$ cat src/rtl/gpio_pkg.sv
// Shared constants, legal parameter ranges and sizing helper for the GPIO input conditioner.
// Latency: none (package only). Backpressure: not applicable.
// Build option GPIO_EDGE_DETECT_EN adds per-bit rise/fall pulses in the conditioner.
package gpio_pkg;

    localparam logic GPIO_TRI_INPUT      = 1'b1;
    localparam int   SYNC_STAGES_MIN     = 2;
    localparam int   SYNC_STAGES_MAX     = 4;
    localparam int   DEBOUNCE_CYCLES_MIN = 1;

    function automatic int clog2_f(input int value);
        int r;
        r = 0;
        for (int i = 0; i < 31; i++) begin
            if ((1 << i) < value) r = i + 1;
        end
        return r;
    endfunction

    function automatic bit params_legal(input int sync_stages, input int debounce_cycles);
        return (sync_stages >= SYNC_STAGES_MIN) && (sync_stages <= SYNC_STAGES_MAX) &&
               (debounce_cycles >= DEBOUNCE_CYCLES_MIN);
    endfunction

endpackage

$ cat src/rtl/gpio_debounce_bit.sv
// One GPIO bit: synchroniser chain, debounce counter, level flop (+ rise/fall with GPIO_EDGE_DETECT_EN).
// Latency: SYNC_STAGES + DEBOUNCE_CYCLES edges from pin step to level.
// Backpressure: none; chg_term is the combinational next^current change term.
module gpio_debounce_bit
    import gpio_pkg::*;
#(
    parameter int SYNC_STAGES     = 2,
    parameter int DEBOUNCE_CYCLES = 16
) (
    input  logic clk,
    input  logic rst,
    input  logic pin,
    input  logic tri_in,
    output logic level,
    output logic chg_term
`ifdef GPIO_EDGE_DETECT_EN
    ,
    output logic rise,
    output logic fall
`endif
);

    localparam int              CNT_W    = clog2_f(DEBOUNCE_CYCLES + 1);
    localparam logic [CNT_W-1:0] CNT_LAST = CNT_W'(DEBOUNCE_CYCLES - 1);

    logic [SYNC_STAGES-1:0] sync_q;
    logic [CNT_W-1:0]       cnt_q;
    logic [CNT_W-1:0]       cnt_d;
    logic                   level_d;
    logic                   sync_b;

    assign sync_b = sync_q[SYNC_STAGES-1];

    // Any matching sample clears the count, so only an unbroken mismatch run is accepted.
    always_comb begin
        level_d = level;
        cnt_d   = '0;
        if (tri_in != GPIO_TRI_INPUT) begin
            level_d = 1'b0;
        end else if (sync_b != level) begin
            if (cnt_q == CNT_LAST) level_d = sync_b;
            else                   cnt_d   = cnt_q + CNT_W'(1);
        end
    end

    assign chg_term = level_d ^ level;

    // The chain is never masked so it stays primed across direction changes.
    always_ff @(posedge clk or posedge rst) begin
        if (rst) begin
            sync_q <= '0;
            cnt_q  <= '0;
            level  <= 1'b0;
        end else begin
            sync_q <= {sync_q[SYNC_STAGES-2:0], pin};
            cnt_q  <= cnt_d;
            level  <= level_d;
        end
    end

`ifdef GPIO_EDGE_DETECT_EN
    always_ff @(posedge clk or posedge rst) begin
        if (rst) begin
            rise <= 1'b0;
            fall <= 1'b0;
        end else begin
            rise <= ~level & level_d;
            fall <= level & ~level_d;
        end
    end
`endif

endmodule

$ cat src/rtl/gpio_input_cond.sv
// Conditions async GPIO pins for up_gpio: sync, per-bit debounce, output masking, change pulse.
// Latency: SYNC_STAGES + DEBOUNCE_CYCLES edges pin-to-gpio_o; masking takes effect next edge.
// Backpressure: none. GPIO_EDGE_DETECT_EN adds gpio_rise/gpio_fall aligned with gpio_chg.
module gpio_input_cond
    import gpio_pkg::*;
#(
    parameter int GPIO_WIDTH      = 32,
    parameter int SYNC_STAGES     = 2,
    parameter int DEBOUNCE_CYCLES = 16
) (
    input  logic                  clk,
    input  logic                  rst,
    input  logic [GPIO_WIDTH-1:0] gpio_pin_i,
    input  logic [GPIO_WIDTH-1:0] gpio_t_i,
    output logic [GPIO_WIDTH-1:0] gpio_o,
    output logic                  gpio_chg
`ifdef GPIO_EDGE_DETECT_EN
    ,
    output logic [GPIO_WIDTH-1:0] gpio_rise,
    output logic [GPIO_WIDTH-1:0] gpio_fall
`endif
);

    if (!params_legal(SYNC_STAGES, DEBOUNCE_CYCLES)) begin : g_bad_params
        $error("gpio_input_cond: SYNC_STAGES must be 2..4 and DEBOUNCE_CYCLES >= 1");
    end

    logic [GPIO_WIDTH-1:0] chg_terms;

    for (genvar i = 0; i < GPIO_WIDTH; i++) begin : g_bit
        gpio_debounce_bit #(
            .SYNC_STAGES    (SYNC_STAGES),
            .DEBOUNCE_CYCLES(DEBOUNCE_CYCLES)
        ) u_bit (
            .clk     (clk),
            .rst     (rst),
            .pin     (gpio_pin_i[i]),
            .tri_in  (gpio_t_i[i]),
            .level   (gpio_o[i]),
            .chg_term(chg_terms[i])
`ifdef GPIO_EDGE_DETECT_EN
            ,
            .rise    (gpio_rise[i]),
            .fall    (gpio_fall[i])
`endif
        );
    end

    // Simultaneous changes on several bits collapse into one pulse.
    always_ff @(posedge clk or posedge rst) begin
        if (rst) gpio_chg <= 1'b0;
        else     gpio_chg <= |chg_terms;
    end

endmodule

$ cat config.mk
export PLATFORM = sky130hd
export DESIGN_NAME = gpio_input_cond
export DESIGN_NICKNAME = d
export VERILOG_FILES = /design/src/rtl/gpio_pkg.sv /design/src/rtl/gpio_debounce_bit.sv /design/src/rtl/gpio_input_cond.sv
export SDC_FILE = /design/constraint.sdc
export NUM_CORES = 1
export LEC_CHECK = 0
export CORE_MARGIN = 4
export CORE_UTILIZATION = 50
export DETAILED_ROUTE_END_ITERATION = 12
export PLACE_DENSITY = 0.74
export RECOVER_POWER = 25
export SLEW_MARGIN = 20
export SYNTH_ARGS = -nofsm -noshare
export SYNTH_HDL_FRONTEND = slang
export SYNTH_HIERARCHICAL = 1
export SYNTH_SLANG_ARGS = --single-unit
$ cat constraint.sdc
create_clock -name clk -period 2.52 [get_ports clk]
set_clock_uncertainty 0.05 [all_clocks]
set_input_delay 0.504 -clock clk [delete_from_list [all_inputs] [get_ports clk]]
set_output_delay 0.504 -clock clk [all_outputs]
set_load 0.005 [all_outputs]
== Word level (Yosys, flattened, before mapping) ==
Index checks and enable logic that the tools add are counted.
Word-level totals
  bits in registers: 257
  input port bits: 66
Cells by class
  reduce and logical (&&, ||, !) cells: 1
  bitwise gates (word level): 32
  multiplexer cells: 192
  $add $sub $neg: 32
  equality and inequality tests: 64
Operators with widths (number)
  $mux W5: 96
  $add A5 B1 Y5 const B: 32
  $eq A5 B4 Y1 const B: 32
  $mux W1: 96
  $ne A1 B1 Y1: 32
  $reduce_or A32 Y1: 1
  $xor A1 B1 Y1: 32

== Logic depth before layout (Yosys ltp) ==
Gate-level depths: netlist (run 1).
  word-level depth: 6
  depth in mapped cells: 7
  gate-level depth less buffers: 7

== Modules after synthesis ==
The synthesis (run 1) kept the hierarchy.
By module, submodules not included
  gpio_debounce_bit: area each 342.8 um2, times used 32, cells each 29
  gpio_input_cond: area each 103.8 um2, times used 1, cells each 13

== Worst setup path before layout (run 1) ==
No wires, ideal clock.
  path kind: reg2reg
  start: register g_bit[26].u_bit.cnt_q[0]
  end: register gpio_chg
  buffers on the path: 0
  setup slack: 800 ps
  data required time: 2346 ps
  arrival time: 1546 ps
  library setup time: 124 ps
  period minus slack after synthesis: 1720 ps
  stages on the path, launching flop included: 8
  cell sequence: dfrtp_1 > ha_1 > nand4b_2 > o21ai_0 > a21o_1 > nor4_1 > nand4_1 > or2_1
On the way
  word-level cells in the longest chain between the ends: 6
Ends and longest elaborated chain
  start: declaration: line gpio_debounce_bit.sv:27  | logic [CNT_W-1:0] cnt_q;
  start signal: assignment: line gpio_debounce_bit.sv:56  | cnt_q <= cnt_d;
  $eq A5 B4 Y1: line gpio_debounce_bit.sv:41  | if (cnt_q == CNT_LAST) level_d = sync_b;
  $mux W1: line gpio_debounce_bit.sv:41
  $mux W1: line gpio_debounce_bit.sv:40  | end else if (sync_b != level) begin
  $mux W1: line gpio_debounce_bit.sv:38  | if (tri_in != GPIO_TRI_INPUT) begin
  $xor A1 B1 Y1: line gpio_debounce_bit.sv:46  | assign chg_term = level_d ^ level;
  net chg_terms[26]: line gpio_input_cond.sv:28  | logic [GPIO_WIDTH-1:0] chg_terms;
  $reduce_or A32 Y1: line gpio_input_cond.sv:52  | else gpio_chg <= |chg_terms;
  end signal: assignment: line gpio_input_cond.sv:52
  end: declaration: line gpio_input_cond.sv:16  | output logic gpio_chg
The timed path passes the listed nets, and every way through them passes these cells.

== Worst setup path in the final report (run 1) ==
  start: register g_bit[16].u_bit.level
  end: output gpio_o[16]
RTL lines
  start: declaration: line gpio_debounce_bit.sv:14  | output logic level,
  start signal: assignment: line gpio_debounce_bit.sv:57  | level <= level_d;
  end: declaration: line gpio_input_cond.sv:15  | output logic [GPIO_WIDTH-1:0] gpio_o,
No word-level cell between the ends.

==> results of run 1 <==
## state kept, by name (all words and copies together) (netlist names)
signal and cells:
g_bit.u_bit/cnt_q 160, g_bit.u_bit/level 32, gpio_chg 1, g_bit.u_bit/sync_q 64
## cell families after synthesis
family	count (synthesis)	synth area share [%]
XOR/XNOR	96	7.59
AND/OR/NAND/NOR	395	22.0
multiplexers	32	2.89
buffers and inverters	65	2.20
adder cells (fa/ha/maj)	32	3.62
flip-flops	257	58.1
AO/OA/AOI/OAI	64	3.62
## worst max-delay path by stage
stage,to,slack [ns],cells after the start,from
finish,gpio_o[16],0.45,1,g_bit[16].u_bit/level
global route,gpio_chg,0.29,7,g_bit[18].u_bit/cnt_q[0]
CTS,gpio_chg,0.40,7,g_bit[1].u_bit/cnt_q[0]
detailed placement,gpio_chg,0.09,6,gpio_t_i[0]
global placement,gpio_chg,0.11,6,gpio_t_i[1]
floorplan,gpio_chg,0.80,7,g_bit[26].u_bit/cnt_q[0]
## cells in the mapped netlist (all sizes together)
library cell / instances / area [um^2]
dfrtp: 257 / 6430
nand3: 96 / 480
nor2: 96 / 360
xor2: 96 / 841
inv: 65 / 244
a21o: 32 / 240
and3: 32 / 240
and4: 32 / 320
ha: 32 / 400
mux2i: 32 / 320
nand2: 32 / 120
nand4b: 32 / 480
nor2b: 32 / 200
nor3: 32 / 160
o21ai: 32 / 160
nor4: 8 / 56.3
nand4: 2 / 12.5
or2: 1 / 6.26
## power by group through the flow
stage                     Combinational (mW)  Sequential [mW]  Clock [mW]
after floorplan                        0.205             4.36           0
after global placement                 0.384             4.37           0
after detailed placement               0.394             4.37           0
after CTS                              0.398             4.30        4.36
after global routing                   0.443             4.31        4.53
final                                  0.378             4.30        4.23
## per-layer routing
| layer | track usage [%] | vias up |
|---|---|---|
| li1 | - | 3509 |
| met1 | 21.7 | 3416 |
| met2 | 26.2 | 104 |
| met3 | 3.84 | 29 |
| met4 | 3.31 | 2 |
| met5 | 0 | - |
## area by class of cell
| type | instances | share of cell area, % |
|---|---|---|
| Clock buffer | 42 | 6.45 |
| Sequential cell | 257 | 47.9 |
| Inverter | 65 | 1.82 |
| Timing Repair Buffer | 101 | 7.45 |
| Tap cell | 280 | 2.61 |
| Multi-Input combinational cell | 619 | 32.8 |
| Clock inverter | 9 | 0.933 |
## through the flow
step / total power [mW] / hold WS (ns)
after floorplan: 4.56 / 0.183
after global placement: 4.75 / 0.282
after detailed placement: 4.77 / 0.285
after CTS: 9.06 / 0.299
after global routing: 9.29 / 0.302
final: 8.91 / 0.296
==> flow_summary.toml, run 1 <==
[status]
status = "finished with violations"
violations = "max-capacitance violations, max-slew violations"

[finish]
final_cell_mix = "dfrtp_1, xor2_1, nand3_1, nor2_1"
area_growth_pct = 21.1
n_fill_cell = 1795
final_layout_size_suffix_gt1_share_pct = 13.4
register_area_um2 = 6430
final_cell_area_um2 = 13400
postLayoutCoreUtil_pct = 61.5
fin_nets = 1170
final_common_cell = "dfrtp_1"
fin_cells = 1373
insertedDiodeCount = 0
multiInputGateArea_um2 = 4400

[worst_setup_path]
reg2reg_to = "gpio_chg"
cp_slowest_cell = "clkdlybuf4s50_1"
cp-end-kind = "primary output"
cp_num_buf_inv = 1
worstRegToRegCells = 7
critPathKind = "reg -> out"
r2r-start = "g_bit[21].u_bit/cnt_q[0]"
cp_slowest_stage_delay_ns = 0.58
arrival_ns = 1.52
path_cells = "clkdlybuf4s50_1"
reg2reg_slack_ns = 0.45
startpoint_type = "flip-flop"
cp_top_family = "buffers and inverters"
critPathMaxFanout = 5
crit_required_ns = 1.97

[logic_synthesis]
synth_nets = 1039
syn_avg_cell_area_um2 = 11.8
synth_seq_cells = 257
synth_warnings = 6
yosysSeqAreaShare_pct = 58.1
synth_area_um2 = 11100
ys_types = 19
synth_cells = 941

[power_and_ir_drop]
p_sw_share_pct = 20.9
p_leak_nw = 7.61
comb_power_share_pct = 4.2
ir_worst_vdd_uv = 476
p_switching_mw = 1.86
clock_power_share_pct = 47.5
intPower_mw = 7.05
power.density_nw_per_um2 = 664
power_frac_seq_pct = 48.3

[drt]
wl_per_cell_um = 13.8
dr.pass1.iters = 6
drt-vias-per-instance = 5.14
first_iter_violations = 341
wl_met3_um = 1010
routed_wl_um = 18900
topRoutingLayerUsed = "met5"
m1WireLength_um = 8810
dr_wl_met2_um = 8750
ant_nets = 0
drcViolationCount = 0
num_vias = 7060

[placement]
place_ws_ns = 0.0948
io_buffers = 98
placed_cell_area_um2 = 12400
dpl.cell_count = 1322
dp_hpwl_um = 13500
place_congestion = 0.763

[floorplanning]
coreArea_um2 = 21800
fp.dieH_um = 157
die_x_um = 157
dieArea_um2 = 24600
rows = 54
io_pins = 99
start_util_pct = 50.7

[clock_network]
cts_buffer_depth = 3
post_cts.repair.setup_buffers = 0
cts_sinks = 257
cts_resized = 0
clk_pin_slew_ns = 0.06
postCtsHoldBufs = 0
cts_made_buffers = 28
htree_levels = 1
clk_latency_ns = 0.52
cts_root_buffer = "clkbuf_16"
cts_tree = "built"

[sta]
fin_tns_setup_ns = 0
period_needed_ns = 2.07
slew_headroom_pct = -28.8
hold_viol = 0
setup_viol = 0
worst_slack_ns = 0.445
tightest_slew_ns = 1.93
rsz0062_at_grt = "false"
max_freq_ghz = 0.482
slew_viol_final = 34
min_period_over_period_pct = 82.3

[grt]
overflow = 0
grt_pass1_wl_um = 32900
track_usage_pct = 15.9
grt_max_degree = 34
grt_pass1_vias = 7223
grt_antenna_before_repair = 1

[worst_hold_path]
hold_end = "g_bit[19].u_bit/sync_q[1]"
hold_path_class = "reg -> reg"
min_from = "g_bit[19].u_bit/sync_q[0]"
hold_path_depth = 0

[flow_run]
maxCapViolCount = 1
Power figures use the tool's default switching activity.
==> inputs of run 2 (changes only) <==
Clock period 2.52 ns to 2 ns, I/O delays scaled along.
==> run 2 against run 1 <==
- the run now ends clean
- wire length grew 8.9%
- count of clock-buffer cells in the layout down 2
- hold slack lost 0.0039 ns
- sequential share of layout area fell by 2.8 points
- final area grew 6.4%
- register-to-register slack got worse by 0.43 ns
- global-route usage increased by 0.98 points
- clock power increased by 26%
- critical path depth grew 6
- combinational power increased by 49%
- first-iteration DRC count rose by 4.7%
- sequential cell count is the same
==> flow_summary.toml, run 2 (synthesized netlist as in run 1, its figures left out) <==
[sta]
slew_headroom_pct = 40.3
period_needed_ns = 1.98
rsz0062_at_grt = "true"
setup_viol = 0
max_freq_ghz = 0.504
min_period_over_period_pct = 99.2
slew_viol_final = 0
hold_viol = 0
tightest_slew_ns = 0.895

[placement]
place_congestion = 0.760
dpl.cell_count = 1385
io_buffers = 98
dp_hpwl_um = 14400
placed_cell_area_um2 = 12900

[finish]
fin_nets = 1246
fin_cells = 1450
insertedDiodeCount = 0
largestRegisters = "g_bit.u_bit/cnt_q (160), g_bit.u_bit/sync_q (64), g_bit.u_bit/level (32)"
largest_register = "g_bit.u_bit/cnt_q"
final_common_cell = "dfrtp_1"
final_cell_mix = "dfrtp_1, xor2_1, nand3_1, nor2_1, buf_4"
largest_reg_flops = 160
final_cell_area_um2 = 14300
area_growth_pct = 28.8
final_layout_size_suffix_gt1_share_pct = 21.8
n_fill_cell = 1617

[drt]
wl_per_cell_um = 14.2
drcViolationCount = 0
ant_nets = 0
num_vias = 7490
first_iter_violations = 357
routed_wl_um = 20600
drt-vias-per-instance = 5.17
dr.pass1.iters = 4

[floorplanning]
rows = 54
io_pins = 99
die_x_um = 157
start_util_pct = 50.7
fp.dieH_um = 157
dieArea_um2 = 24600
coreArea_um2 = 21800

[power_and_ir_drop]
p_leak_nw = 8.14
ir_worst_vdd_uv = 732
power.total_mw = 11.3
power.density_nw_per_um2 = 793

[grt]
overflow = 0
grt_max_degree = 34
track_usage_pct = 16.9
grt_antenna_before_repair = 0
grt_pass1_vias = 7633
grt_pass1_wl_um = 35100

[clock_network]
clk_pin_slew_ns = 0.06
postCtsHoldBufs = 0
htree_levels = 1
cts_root_buffer = "clkbuf_16"
cts_tree = "built"
cts_made_buffers = 28
cts_sinks = 257
cts_buffer_depth = 3
clk_latency_ns = 0.54

[flow_run]
maxCapViolCount = 0

[worst_setup_path]
critPathMaxFanout = 4
arrival_ns = 2.34
crit_required_ns = 2.36
startpoint_type = "flip-flop"
cp-end-kind = "flip-flop"
critPathKind = "reg -> reg"

[status]
status = "completed"

[worst_hold_path]
hold_path_class = "reg -> reg"
-- run 2: cell count changes in the layout (fill, tap and decap cells not counted), moves of 7 or more --
cell / delta
nand4b_2: -12
ha_2: +11
ha_1: -19
ha_4: +8
buf_4: +76
nor4_1: -7
dfrtp_1: -10
clkbuf_8: -7
nand4b_4: +12
dfrtp_2: +10
-- run 2: per-layer routing --
layer | global-route usage (%) | routed length (um) | vias up | share of wire (%)
met1 | 22.9 | 9180 | 3662 | 45
met5 | 0 | 0 | - | 0
met2 | 28.0 | 9970 | 117 | 48
met4 | 4.05 | 466 | 0 | 2.3
met3 | 3.57 | 983 | 34 | 4.8
li1 | - | - | 3677 | -
-- run 2: what timing repair did --
action / in CTS / in global routing
setup endpoints to repair: 4 / 15
resized for setup: 24 / 41
pin swaps: 6 / 20
setup buffers: 0 / 13
-- run 2: worst max-delay path, stage by stage (launching register included) --
cell	delay, ns
dfrtp_1	0.40
ha_2	0.22
nand4b_2	0.13
o21ai_0	0.10
a21o_1	0.21
nor4_2	0.31
nand4_1	0.19
or2_1	0.26
-- run 2: stage by stage --
stage | setup slack [ns] | utilization, % | TNS, ns | hold slack [ns]
after floorplan | 0.280 | - | 0 | 0.0787
after global placement | -0.397 | 59.1 | -0.397 | 0.283
after detailed placement | -0.388 | 59.1 | -0.388 | 0.286
after CTS | 0.0000722 | 64.0 | 0 | 0.226
after global routing | -0.0871 | 65.4 | -0.0871 | 0.302
final | 0.0154 | 65.4 | 0 | 0.292
-- run 2: cell type report --
type | count | area [um^2] | share of cell area (%)
repair buffers | 177 | 1570 | 11.0
clock buffers | 40 | 766 | 5.37
inverters | 65 | 244 | 1.71
well taps | 280 | 350 | 2.46
flip-flops and latches | 257 | 6440 | 45.2
clock inverters | 12 | 199 | 1.39
multi-input cells | 619 | 4700 | 32.9
-- run 2: where the power goes --
part           leakage (nW)  internal, mW  switching, mW
combinational          4.28         0.258          0.304
sequential             3.39          5.33         0.0977
clock                 0.468          3.31           2.02
-- run 2: worst paths after layout --
kind	from	end	slack, ns	depth (start not counted)
max	g_bit[7].u_bit/cnt_q[0]	gpio_chg	0.02	7
min	g_bit[9].u_bit/sync_q[0]	g_bit[9].u_bit/sync_q[1]	0.29	0
max reg2reg	g_bit[7].u_bit/cnt_q[0]	gpio_chg	0.02	7
min reg2reg	g_bit[9].u_bit/sync_q[0]	g_bit[9].u_bit/sync_q[1]	0.29	0
max in group asynchronous	rst	g_bit[6].u_bit/level	0.64	3
min in group asynchronous	rst	gpio_chg	0.75	3
